## src/rtl/rf_bypass_param.sv

```systemverilog
// Parametrised register file with a one-entry write-commit stage and two-level read bypass.
// Define RF_ZERO_REG_EN to hardwire register 0 to zero.
module rf_bypass_param #(
  parameter int WIDTH = 16,
  parameter int DEPTH = 8,
  parameter int AW    = 3,
  parameter int NREAD = 2
) (
  input  logic                   clk,
  input  logic                   rst,
  input  logic [NREAD*AW-1:0]    readregsel,
  output logic [NREAD*WIDTH-1:0] readdata,
  input  logic                   write,
  input  logic [AW-1:0]          writeregsel,
  input  logic [WIDTH-1:0]       writedata,
  output logic                   err,
  output logic                   stage_valid
);

  localparam logic [AW:0] DEPTH_LIM = (AW+1)'(DEPTH);
`ifdef RF_ZERO_REG_EN
  localparam bit ZERO_REG = 1'b1;
`else
  localparam bit ZERO_REG = 1'b0;
`endif

  logic [WIDTH-1:0] mem [DEPTH];
  logic             stg_v;
  logic [AW-1:0]    stg_sel;
  logic [WIDTH-1:0] stg_data;
  logic             err_q;
  logic             wr_ok;
  logic             stage_load;
  logic             rd_oob;
  logic [AW-1:0]    sel;
  logic [WIDTH-1:0] rd;

  function automatic logic in_range(input logic [AW-1:0] s);
    return {1'b0, s} < DEPTH_LIM;
  endfunction

  // A write to the hardwired zero register is accepted but never occupies the stage.
  always_comb begin
    wr_ok      = write && in_range(writeregsel);
    stage_load = wr_ok && !(ZERO_REG && (writeregsel == '0));
    rd_oob     = 1'b0;
    for (int i = 0; i < NREAD; i++) begin
      if (!in_range(readregsel[i*AW +: AW])) rd_oob = 1'b1;
    end
  end

  always_ff @(posedge clk) begin
    if (rst) begin
      for (int r = 0; r < DEPTH; r++) mem[r] <= '0;
      stg_v    <= 1'b0;
      stg_sel  <= '0;
      stg_data <= '0;
      err_q    <= 1'b0;
    end else begin
      if (stg_v) mem[stg_sel] <= stg_data;
      stg_v <= stage_load;
      if (stage_load) begin
        stg_sel  <= writeregsel;
        stg_data <= writedata;
      end
      if ((write && !in_range(writeregsel)) || rd_oob) err_q <= 1'b1;
    end
  end

  // Newest value wins: incoming write, then staged write, then the array.
  always_comb begin
    readdata = '0;
    sel      = '0;
    rd       = '0;
    for (int i = 0; i < NREAD; i++) begin
      sel = readregsel[i*AW +: AW];
      rd  = '0;
      if (!rst && in_range(sel) && !(ZERO_REG && (sel == '0))) begin
        if (wr_ok && (writeregsel == sel))
          rd = writedata;
        else if (stg_v && (stg_sel == sel))
          rd = stg_data;
        else
          rd = mem[sel];
      end
      readdata[i*WIDTH +: WIDTH] = rd;
    end
  end

  assign err         = err_q & ~rst;
  assign stage_valid = stg_v;

endmodule

```

## config.mk

```make
export PLATFORM = sky130hd
export DESIGN_NAME = rf_bypass_param
export DESIGN_NICKNAME = d
export VERILOG_FILES = /design/src/rtl/rf_bypass_param.sv
export SDC_FILE = /design/constraint.sdc
export NUM_CORES = 1
export LEC_CHECK = 0
export ABC_AREA = 1
export BUFFER_PORTS_ARGS = -buffer_cell sky130_fd_sc_hd__buf_2
export CAP_MARGIN = 40
export CORE_AREA = 3 3 153 155
export CTS_CLUSTER_SIZE = 30
export DETAILED_ROUTE_END_ITERATION = 6
export DIE_AREA = 0 0 156 158
export SLEW_MARGIN = 10
export SYNTH_ARGS = -nofsm -noshare
export SYNTH_HDL_FRONTEND = slang
export SYNTH_SLANG_ARGS = --single-unit
export TNS_END_PERCENT = 20
```

## constraint.sdc

```tcl
create_clock -name clk -period 4.25 [get_ports clk]
set_clock_uncertainty 0.05 [all_clocks]
set_input_delay 0.425 -clock clk [delete_from_list [all_inputs] [get_ports clk]]
set_output_delay 0.425 -clock clk [all_outputs]
set_load 0.02 [all_outputs]
```

# After elaboration in Yosys (flattened, before gate mapping)
# Memories as Yosys holds them, arrays and structs flattened.
# Cells that the tools add are included.
[word_totals] reg_bits=20 latchBits=0 ram_bits=128 romBits=0 in_bits=28 out_inout_bits=34 wordCells=27 memories=1
[mem_list] memory="mem" words=8 width=16 rd=2 rd_clocked_by_memory_dff=0 wr=8 line="27" text="logic [WIDTH-1:0] mem [DEPTH];"
[classes] add_sub_neg=0 n_mul=0 div_mod_pow=0 magnitude_cmp=0 n_eq_ne=4 shifts=0 n_mux=14 bitwise=0 n_reduce_logical=5
[op_table] cell="two-way mux 16 bit" n=7
[op_table] cell="OR reduction 16 bit" n=1
[op_table] cell="equality test 3 bit" n=4
[op_table] cell="two-way mux 1 bit" n=6
[op_table] cell="logical AND 1 bit" n=4
[op_table] cell="two-way mux 3 bit" n=1

# Longest topological paths before layout
# Gate-level depths: netlist of the first run.
[depth] word_depth=5 ltp_mapped=11 mapped_depth_nobuf=8

# Least setup slack after synthesis of the first run
# Ideal clock, no wire load.
[synth_path] path_type="input to output" from="in readregsel[5]" to="out readdata[29]" t_arrival_ns=1.614 t_required_ns=3.775 slack_ns=2.161 stages=9 path_cell_list="buf_2 > inv_4 > nand2_1 > nand2_2 > nor2_8 > nand2_2 > buf_4 > nand3_1 > a21oi_1"
[synth_via] elab_chain_len=5
[synth_lines] item="start: declaration" line="11" text="input logic [NREAD*AW-1:0] readregsel,"
[synth_lines] item="parallel branches: the longest is 3 deep, another holds memory read (8 x 16 bit)"
[synth_lines] item="two-way mux 16 bit *" line="79" text="if (wr_ok && (writeregsel == sel))"
[synth_lines] item="two-way mux 16 bit *" line="78" text="if (!rst && in_range(sel) && !(ZERO_REG && (sel == '0))) begin"
[synth_lines] item="end: declaration" line="12" text="output logic [NREAD*WIDTH-1:0] readdata,"
# Mark *: on every way between the ends.

# Worst setup path after layout of the first run
[layout_path] from="in readregsel[1]" to="out readdata[1]"
# Same word-level chain as after synthesis.

==> flow_metrics.env, run 1 <==
export IMPL_cts_buffers=17
export IMPL_yosys_area_top_type="edfxtp_1"
export IMPL_start_util=0.402
export IMPL_ios=62
export IMPL_cpMostUsedCell="buf_2"
export IMPL_cts_tree="done"
export IMPL_hold_path_end="stage_valid"
export IMPL_fin_nets=1250
export IMPL_rows=54
export IMPL_crit_type="input port to output port"
export IMPL_drive_above_1_share=0.121
export IMPL_n_antenna_cell=0
export IMPL_ys_top_cells_by_area="edfxtp_1 44%, nand2_1 19%, nand3_1 12%, nor2_1 5.9%, dfxtp_1 4.5%"
export IMPL_netlist_area_leader_share=0.435
export IMPL_gp_congestion=0.861
export IMPL_post_drt_wl_per_cell_um=20.2
export IMPL_mostFrequentLayoutCells="440 x nand2_1, 208 x nand3_1, 139 x nor2_1, 128 x edfxtp_1, 60 x buf_2"
export IMPL_core_mm2=0.0220
export IMPL_place_ws_ps=1320
export IMPL_syn_area_mm2=0.00884
export IMPL_slowest_stage="buf_4"
export IMPL_worstHoldStart="rst"
export IMPL_die_h_um=158
export IMPL_overflow=0
export IMPL_drtIter0Drc=809
export IMPL_cts_resized=0
export IMPL_rsz0062_at_grt="no"
export IMPL_layout_commonest_cell="nand2_1"
export IMPL_arrival_ps=2540
export IMPL_syn_to_final_growth_pct=12.7
export IMPL_r2r_cells=5
export IMPL_drv_cap=0
export IMPL_hold_path_depth=2
export IMPL_path_max_fanout=34
export IMPL_period_minus_slack_ps=3020
export IMPL_tightest_slew_ps=890
export IMPL_synth_warnings=0
export IMPL_crit_chain="buf_2 -> buf_4 -> o21ai_1 -> nor2_4 -> nand2_2 -> nand2_1 -> inv_1 -> a21oi_1 -> buf_2"
export IMPL_hpwl_mm=19.0
export IMPL_drc=0
export IMPL_setup_tns_ps=0
export IMPL_r2r_start="stage_valid"
export IMPL_grt_pass1_vias=8198
export IMPL_start_kind="input port"
export IMPL_final_setup_worst_slack_ps=1230
export IMPL_fmaxAchievable_mhz=332
export IMPL_drt_total_wl_mm=30.6
export IMPL_die_x_um=156
export IMPL_numPortBuffers=60
export IMPL_clkSinkCount=148
export IMPL_grt_start_max_net_pins=66
export IMPL_max_stage_delay_ps=450
export IMPL_grt_first_pass_wirelength_mm=47.3
export IMPL_status="finished, final reports clean"
export IMPL_syn_num_nets=1224
export IMPL_via_count=8480
export IMPL_avgSynthCellArea_um2=7.39
export IMPL_h_tree_depth=4
export IMPL_drv_slew=0
export IMPL_hold_class="input port to flop"
export IMPL_cts_root_buf="clkbuf_16"
export IMPL_synth_seq_cells=148
export IMPL_worst_setup_path_end_kind="output port"
export IMPL_r2r_end="mem[1][8]"
export IMPL_crit_required_ps=3770
export IMPL_setup_viol=0
export IMPL_synth_distinct_cells=26
export IMPL_irDropWorstVdd_mv=0.268
export IMPL_syn_instance_count=1196
export IMPL_relSlewSlack=0.405
export IMPL_antenna_found_initial=0
export IMPL_viasPerCell=5.60
export IMPL_firstDrtPassIters=5
export IMPL_p_per_area_mw_per_mm2=385
export IMPL_finalCritPeriodShare=0.709
export IMPL_insertion_delay_ps=440
export IMPL_ant_nets=0
export IMPL_dieArea_mm2=0.0246
export IMPL_cts_setup_buffers=0
export IMPL_hold_violations=0
export IMPL_leakagePower_nw=4.21
export IMPL_cts_hold_buf=0
export IMPL_r2r_setup_slack_ps=1780
export IMPL_track_usage=0.253
export IMPL_cts_max_path_buffers=2
export IMPL_clk_pin_slew_worst_paths_ps=70
export IMPL_synth_seq_area_share=0.480
[state kept, by name (all words and copies together), names as in the netlist]
| register | count |
|---|---|
| mem | 128 |
| stg_data | 16 |
| stg_sel | 3 |
| stage_valid | 1 |
[stage by stage]
step	instances	hold WS (ps)	power [mW]	utilization	instance area (µm²)
final	1515	112	3.83	0.453	9960
after global routing	1515	123	3.95	0.453	9960
after CTS	1515	111	3.83	0.453	9960
after detailed placement	1483	477	2.29	0.426	9370
after global placement	1476	493	2.28	0.421	9240
after floorplan	1196	438	2.08	-	8840
[cell usage after synthesis]
| library cell | number |
|---|---|
| nand2_1 | 440 |
| buf_4 | 6 |
| clkinv_1 | 17 |
| dfxtp_1 | 20 |
| buf_1 | 7 |
| clkbuf_1 | 27 |
| o21ai_0 | 35 |
| nand2_4 | 2 |
| nand3_1 | 208 |
| a21oi_1 | 41 |
| buf_6 | 4 |
| inv_1 | 35 |
| edfxtp_1 | 128 |
| nand2_2 | 4 |
| o21ai_1 | 3 |
| nor2_8 | 1 |
| conb_1 | 1 |
| inv_4 | 2 |
| nand3b_1 | 16 |
| nor2_4 | 5 |
| buf_2 | 36 |
| inv_2 | 7 |
| nor2_1 | 139 |
| nor2_2 | 1 |
| o21ai_2 | 1 |
| a21oi_2 | 10 |
[worst max path at each step]
stage                        end  depth (start not counted)           from  slack [ps]
floorplan           readdata[29]                          9  readregsel[5]        2160
global placement    readdata[27]                         10  readregsel[3]        1190
CTS                  readdata[1]                          9  readregsel[1]        1310
global route         readdata[1]                          9  readregsel[1]        1090
finish               readdata[1]                          9  readregsel[1]        1230
detailed placement   readdata[1]                          9  readregsel[1]        1320
[layer usage]
metal,up-vias,share of wire,GRT usage
met5,-,0,0
met1,4012,0.41,0.330
li1,3969,-,-
met2,420,0.47,0.416
met3,79,0.077,0.0424
met4,0,0.036,0.107
[area by class of cell]
class	instances	area, µm²
clock inverters	12	154
fillers	2204	12000
repair buffers	87	577
clock buffers	20	437
flip-flops and latches	148	4240
multi-input cells	907	3960
inverters	61	234
well taps	280	350
[logic make-up after synthesis]
kind of cell           synth area share
DFF                               0.480
buffers and inverters            0.0715
other                          0.000424
and+or+nand+nor                   0.392
AOI/OAI and AO/OA                0.0556
[power breakdown]
group / switching [mW] / total [mW] / internal (mW)
clock: 0.636 / 1.56 / 0.925
sequential: 0.0390 / 1.68 / 1.64
combinational: 0.432 / 0.595 / 0.163
[worst max-delay path: cells and delay by family]
family / cells / cell delay [ps]
AO/OA/AOI/OAI: 2 / 350
AND/OR/NAND/NOR: 3 / 980
buffers and inverters: 4 / 780
(Power assumes the default switching activity.)
==> inputs of run 2 (changes only) <==
==> constraint.sdc (replaced) <==
create_clock -name clk -period 3.1 [get_ports clk]
set_clock_uncertainty 0.05 [all_clocks]
set_input_delay 0.31 -clock clk [delete_from_list [all_inputs] [get_ports clk]]
set_output_delay 0.31 -clock clk [all_outputs]
set_load 0.02 [all_outputs]
==> run 2 against run 1 <==
Against the previous run:
- clock-buffer cell count decreased by 3
- routed wire length fell by 5.8%
- sequential power increased by 37%
- largest power group unchanged
==> flow_metrics.env, run 2 (synthesis gave the netlist of run 1 again) <==
export IMPL_status="finished, final reports clean"
export IMPL_cp_startpoint="stg_sel[1]"
export IMPL_crit_chain="inv_2 -> nand2_1 -> nand2_1 -> nor2_4 -> nand2_4 -> nand3_1 -> a21oi_2 -> buf_2"
export IMPL_core_mm2=0.0220
export IMPL_setup_tns_ps=0
export IMPL_irDropWorstVdd_mv=0.397
export IMPL_finish_instance_area_mm2=0.0100
export IMPL_hpwl_mm=18.6
export IMPL_drt_total_wl_mm=28.8
export IMPL_grt_start_max_net_pins=67
export IMPL_fill_cells=2139
export IMPL_clkSinkCount=148
export IMPL_p_per_area_mw_per_mm2=533
export IMPL_hold_violations=0
export IMPL_firstDrtPassIters=5
export IMPL_cts_buffers=17
export IMPL_h_tree_depth=4
export IMPL_setup_viol=0
export IMPL_crit_path_end="readdata[10]"
export IMPL_top_register="mem"
export IMPL_gp_congestion=0.842
export IMPL_relSlewSlack=0.422
export IMPL_syn_to_final_growth_pct=13.2
export IMPL_cts_resized=0
export IMPL_r2r_setup_slack_ps=860
export IMPL_mostFrequentLayoutCells="440 x nand2_1, 208 x nand3_1, 139 x nor2_1, 128 x edfxtp_1, 60 x buf_2"
export IMPL_start_util=0.402
export IMPL_fmaxAchievable_mhz=360
export IMPL_path_depth=8
export IMPL_via_count=8431
export IMPL_place_ws_ps=751
export IMPL_crit_type="flop to output port"
export IMPL_cpMostUsedCell="nand2_1"
export IMPL_layout_commonest_cell="nand2_1"
export IMPL_crit_required_ps=2740
export IMPL_r2r_start="stage_valid"
export IMPL_worst_setup_path_end_kind="output port"
export IMPL_cts_root_buf="clkbuf_16"
export IMPL_n_antenna_cell=0
export IMPL_numPortBuffers=60
export IMPL_overflow=0
export IMPL_rsz0062_at_grt="no"
export IMPL_reg_top3="mem: 128 flops, stg_data: 16 flops, stg_sel: 3 flops"
export IMPL_finalCritPeriodShare=0.895
export IMPL_insertion_delay_ps=430
export IMPL_max_stage_delay_ps=560
export IMPL_r2r_end="mem[6][11]"
export IMPL_cts_max_path_buffers=2
export IMPL_grt_first_pass_wirelength_mm=44.7
export IMPL_tightest_slew_ps=865
export IMPL_drv_slew=0
export IMPL_clk_pin_slew_worst_paths_ps=70
export IMPL_die_x_um=156
export IMPL_rows=54
export IMPL_dieArea_mm2=0.0246
export IMPL_track_usage=0.235
export IMPL_viasPerCell=5.55
export IMPL_largest_register_ffs=128
export IMPL_ant_nets=0
export IMPL_place_area_mm2=0.00936
export IMPL_grt_pass1_vias=8021
export IMPL_drive_above_1_share=0.125
export IMPL_crit_family="simple AND/OR/NAND/NOR gates"
export IMPL_arrival_ps=2420
export IMPL_drv_cap=0
export IMPL_antenna_found_initial=0
export IMPL_cp_num_buf_inv=2
export IMPL_final_setup_worst_slack_ps=324
export IMPL_period_minus_slack_ps=2780
export IMPL_leakagePower_nw=4.23
export IMPL_hold_class="input port to flop"
export IMPL_drc=0
export IMPL_cts_tree="done"
export IMPL_drtIter0Drc=848
export IMPL_path_max_fanout=17
export IMPL_fin_nets=1253
export IMPL_die_h_um=158
export IMPL_post_drt_wl_per_cell_um=19.0
export IMPL_start_kind="flop"
export IMPL_slowest_stage="dfxtp_1"
export IMPL_ios=62
export IMPL_r2r_cells=5
## run 2: final cells by class
type	instances	area, µm²	share of cell area
Clock buffer	17	425	0.0425
Sequential cell	148	4240	0.424
Inverter	61	234	0.0234
Tap cell	280	350	0.0350
Multi-Input combinational cell	907	3960	0.396
Clock inverter	15	208	0.0208
Timing Repair Buffer	90	578	0.0578
## run 2: per-layer routing
layer,track usage,routed length (µm)
met5,0,0
met4,0.0955,852
met3,0.0268,1830
met2,0.400,14200
met1,0.306,11900
## run 2: where the power goes
group | internal, mW | total, mW | switching [mW]
clock network | 1.35 | 2.23 | 0.880
registers | 2.24 | 2.30 | 0.0526
logic | 0.222 | 0.803 | 0.580
## run 2: worst min-delay path by stage
| stage | from | endpoint | slack (ps) | cells past startpoint |
|---|---|---|---|---|
| finish | write | stg_sel[1] | 90 | 2 |
| global route | write | stg_sel[1] | 100 | 2 |
| CTS | write | stg_sel[1] | 80 | 2 |
| detailed placement | rst | stage_valid | 450 | 2 |
| global placement | rst | stage_valid | 450 | 2 |
| floorplan | rst | stage_valid | 330 | 1 |
## run 2: metrics by stage
step / power, mW / hold slack (ps) / utilization / std cells
after floorplan: 2.85 / 332 / - / 1196
after global placement: 3.13 / 450 / 0.426 / 1485
after detailed placement: 3.13 / 449 / 0.426 / 1485
after CTS: 5.33 / 77.7 / 0.455 / 1518
after global routing: 5.49 / 98.9 / 0.455 / 1518
final: 5.33 / 89.1 / 0.455 / 1518
## run 2: timing repair
item | CTS | global route
buffers inserted | 0 | 0
hold endpoints to repair | 1 | 0
hold buffers | 1 | 0
==> inputs of run 3 (changes only) <==
--- a/config.mk
+++ b/config.mk
@@ -8,10 +8,10 @@
 export ABC_AREA = 1
 export BUFFER_PORTS_ARGS = -buffer_cell sky130_fd_sc_hd__buf_2
 export CAP_MARGIN = 40
-export CORE_AREA = 3 3 153 155
+export CORE_AREA = 4 4 146 148
 export CTS_CLUSTER_SIZE = 30
 export DETAILED_ROUTE_END_ITERATION = 6
-export DIE_AREA = 0 0 156 158
+export DIE_AREA = 0 0 150 152
 export SLEW_MARGIN = 10
 export SYNTH_ARGS = -nofsm -noshare
 export SYNTH_HDL_FRONTEND = slang
==> run 3 against run 2 <==
Against the previous run:
- maximum frequency rose by 7.4%
- global-route usage rose by 2.1 points
- hold slack got worse by 3.6 ps
- design area fell by 0.15%
- routed wire length fell by 0.52%
- non-clock buffer count rose by 2
- register-to-register slack barely moved
- sequential share of layout area rose by 0.064 points
- via count fell by 1.1%
- utilization rose by 4.3 points
- power fell by 0.49%
- combinational power barely moved
- critical endpoint is now readdata[15]
- largest cell class unchanged
- highest routed layer unchanged
==> flow_metrics.env, run 3 (synthesis gave the netlist of run 1 again) <==
export IMPL_viasPerCell=5.52
export IMPL_max_stage_delay_ps=370
export IMPL_numPortBuffers=60
export IMPL_crit_family="simple AND/OR/NAND/NOR gates"
export IMPL_place_area_mm2=0.00935
export IMPL_drive_above_1_share=0.124
export IMPL_die_h_um=152
export IMPL_crit_chain="buf_2 -> inv_4 -> o21ai_2 -> nor2_4 -> nand2_2 -> nand2_1 -> inv_1 -> a21oi_1 -> buf_2"
export IMPL_insertion_delay_ps=430
export IMPL_drt_total_wl_mm=28.6
export IMPL_hold_class="input port to flop"
export IMPL_cts_setup_buffers=0
export IMPL_drv_slew=0
export IMPL_drc=0
export IMPL_h_tree_depth=4
export IMPL_grt_pass1_vias=8019
export IMPL_p_per_area_mw_per_mm2=531
export IMPL_overflow=0
export IMPL_largest_register_ffs=128
export IMPL_dp_cells=1477
export IMPL_crit_required_ps=2740
export IMPL_crit_type="input port to output port"
export IMPL_top_register="mem"
export IMPL_finalCritPeriodShare=0.834
export IMPL_tightest_slew_ps=894
export IMPL_mostFrequentLayoutCells="440 x nand2_1, 208 x nand3_1, 139 x nor2_1, 128 x edfxtp_1, 60 x buf_2"
export IMPL_clk_pin_slew_worst_paths_ps=60
export IMPL_cts_tree="done"
export IMPL_slowest_stage="nor2_4"
export IMPL_fin_cells=1510
export IMPL_grt_start_max_net_pins=67
export IMPL_path_max_fanout=20
export IMPL_firstDrtPassIters=5
export IMPL_cts_max_path_buffers=2
export IMPL_cp_num_buf_inv=4
export IMPL_start_util=0.441
export IMPL_setup_viol=0
export IMPL_grt_first_pass_wirelength_mm=44.7
export IMPL_die_x_um=150
export IMPL_cts_root_buf="clkbuf_16"
export IMPL_n_antenna_cell=0
export IMPL_reg_top3="mem: 128 flops, stg_data: 16 flops, stg_sel: 3 flops"
export IMPL_hold_violations=0
export IMPL_start_kind="input port"
export IMPL_setup_tns_ps=0
export IMPL_leakagePower_nw=4.25
export IMPL_clkSinkCount=148
export IMPL_hpwl_mm=18.1
export IMPL_rows=52
export IMPL_cts_resized=0
export IMPL_antenna_found_initial=0
export IMPL_status="finished, final reports clean"
export IMPL_dieArea_mm2=0.0228
export IMPL_fmaxAchievable_mhz=387
export IMPL_cts_buffers=17
export IMPL_cpMostUsedCell="buf_2"
export IMPL_period_minus_slack_ps=2580
export IMPL_relSlewSlack=0.403
export IMPL_rsz0062_at_grt="no"
export IMPL_track_usage=0.256
export IMPL_gp_congestion=0.859
export IMPL_syn_to_final_growth_pct=13.0
export IMPL_worst_setup_path_end_kind="output port"
export IMPL_fin_nets=1255
export IMPL_irDropWorstVdd_mv=0.397
export IMPL_drtIter0Drc=810
export IMPL_finish_instance_area_mm2=0.00998
export IMPL_core_mm2=0.0200
export IMPL_layout_commonest_cell="nand2_1"
export IMPL_arrival_ps=2220
export IMPL_ant_nets=0
export IMPL_drv_cap=0
export IMPL_ios=62
export IMPL_post_drt_wl_per_cell_um=19.0
export IMPL_cts_hold_buf=1
export IMPL_via_count=8338
## run 3: cell count changes in the layout (fill, tap and decap cells not counted), sizes merged
cell and delta:
clkinvlp -3, buf +2, clkbuf +5, inv -1, clkinv -1
## run 3: area by class of cell
| class | instances | area (µm²) |
|---|---|---|
| clock inverters | 10 | 156 |
| multi-input cells | 907 | 3960 |
| clock buffers | 22 | 464 |
| well taps | 270 | 338 |
| fillers | 2023 | 10100 |
| inverters | 61 | 234 |
| flip-flops and latches | 148 | 4240 |
| repair buffers | 92 | 588 |
## run 3: per-stage QoR
step	setup WS (ps)	hold WS, ps	util	power [mW]
2_1_floorplan	1170	332	-	2.85
3_3_place_gp	604	446	0.465	3.12
3_5_place_dp	576	449	0.467	3.13
4_1_cts	534	68.8	0.498	5.31
5_1_grt	381	99.9	0.498	5.50
6_report	516	85.5	0.498	5.31
## run 3: worst paths after layout
path	cells past startpoint	slack, ps	end	startpoint
setup reg to reg	5	850	mem[3][8]	stg_sel[0]
hold reg to reg	2	490	stg_sel[0]	stg_sel[0]
hold / removal	2	90	stg_sel[1]	write
setup / recovery	9	520	readdata[15]	readregsel[2]
## run 3: worst reg2reg max path, delay by kind of cell, from the launching register on
family                 cells  cell delay [ps]
buffers and inverters      2              310
DFF                        1              380
and+or+nand+nor            3             1140
## run 3: metal layers
metal / wire, µm / GRT usage / part of all wire
met3: 2000 / 0.0381 / 0.070
met1: 11500 / 0.334 / 0.40
met2: 14000 / 0.421 / 0.49
met4: 1110 / 0.111 / 0.039
met5: 0 / 0 / 0
## run 3: power by group
| part | internal, mW | total (mW) | leakage (nW) | switching (mW) |
|---|---|---|---|---|
| clock network | 1.38 | 2.21 | 0.304 | 0.826 |
| logic | 0.223 | 0.800 | 2.44 | 0.577 |
| registers | 2.24 | 2.30 | 1.50 | 0.0513 |
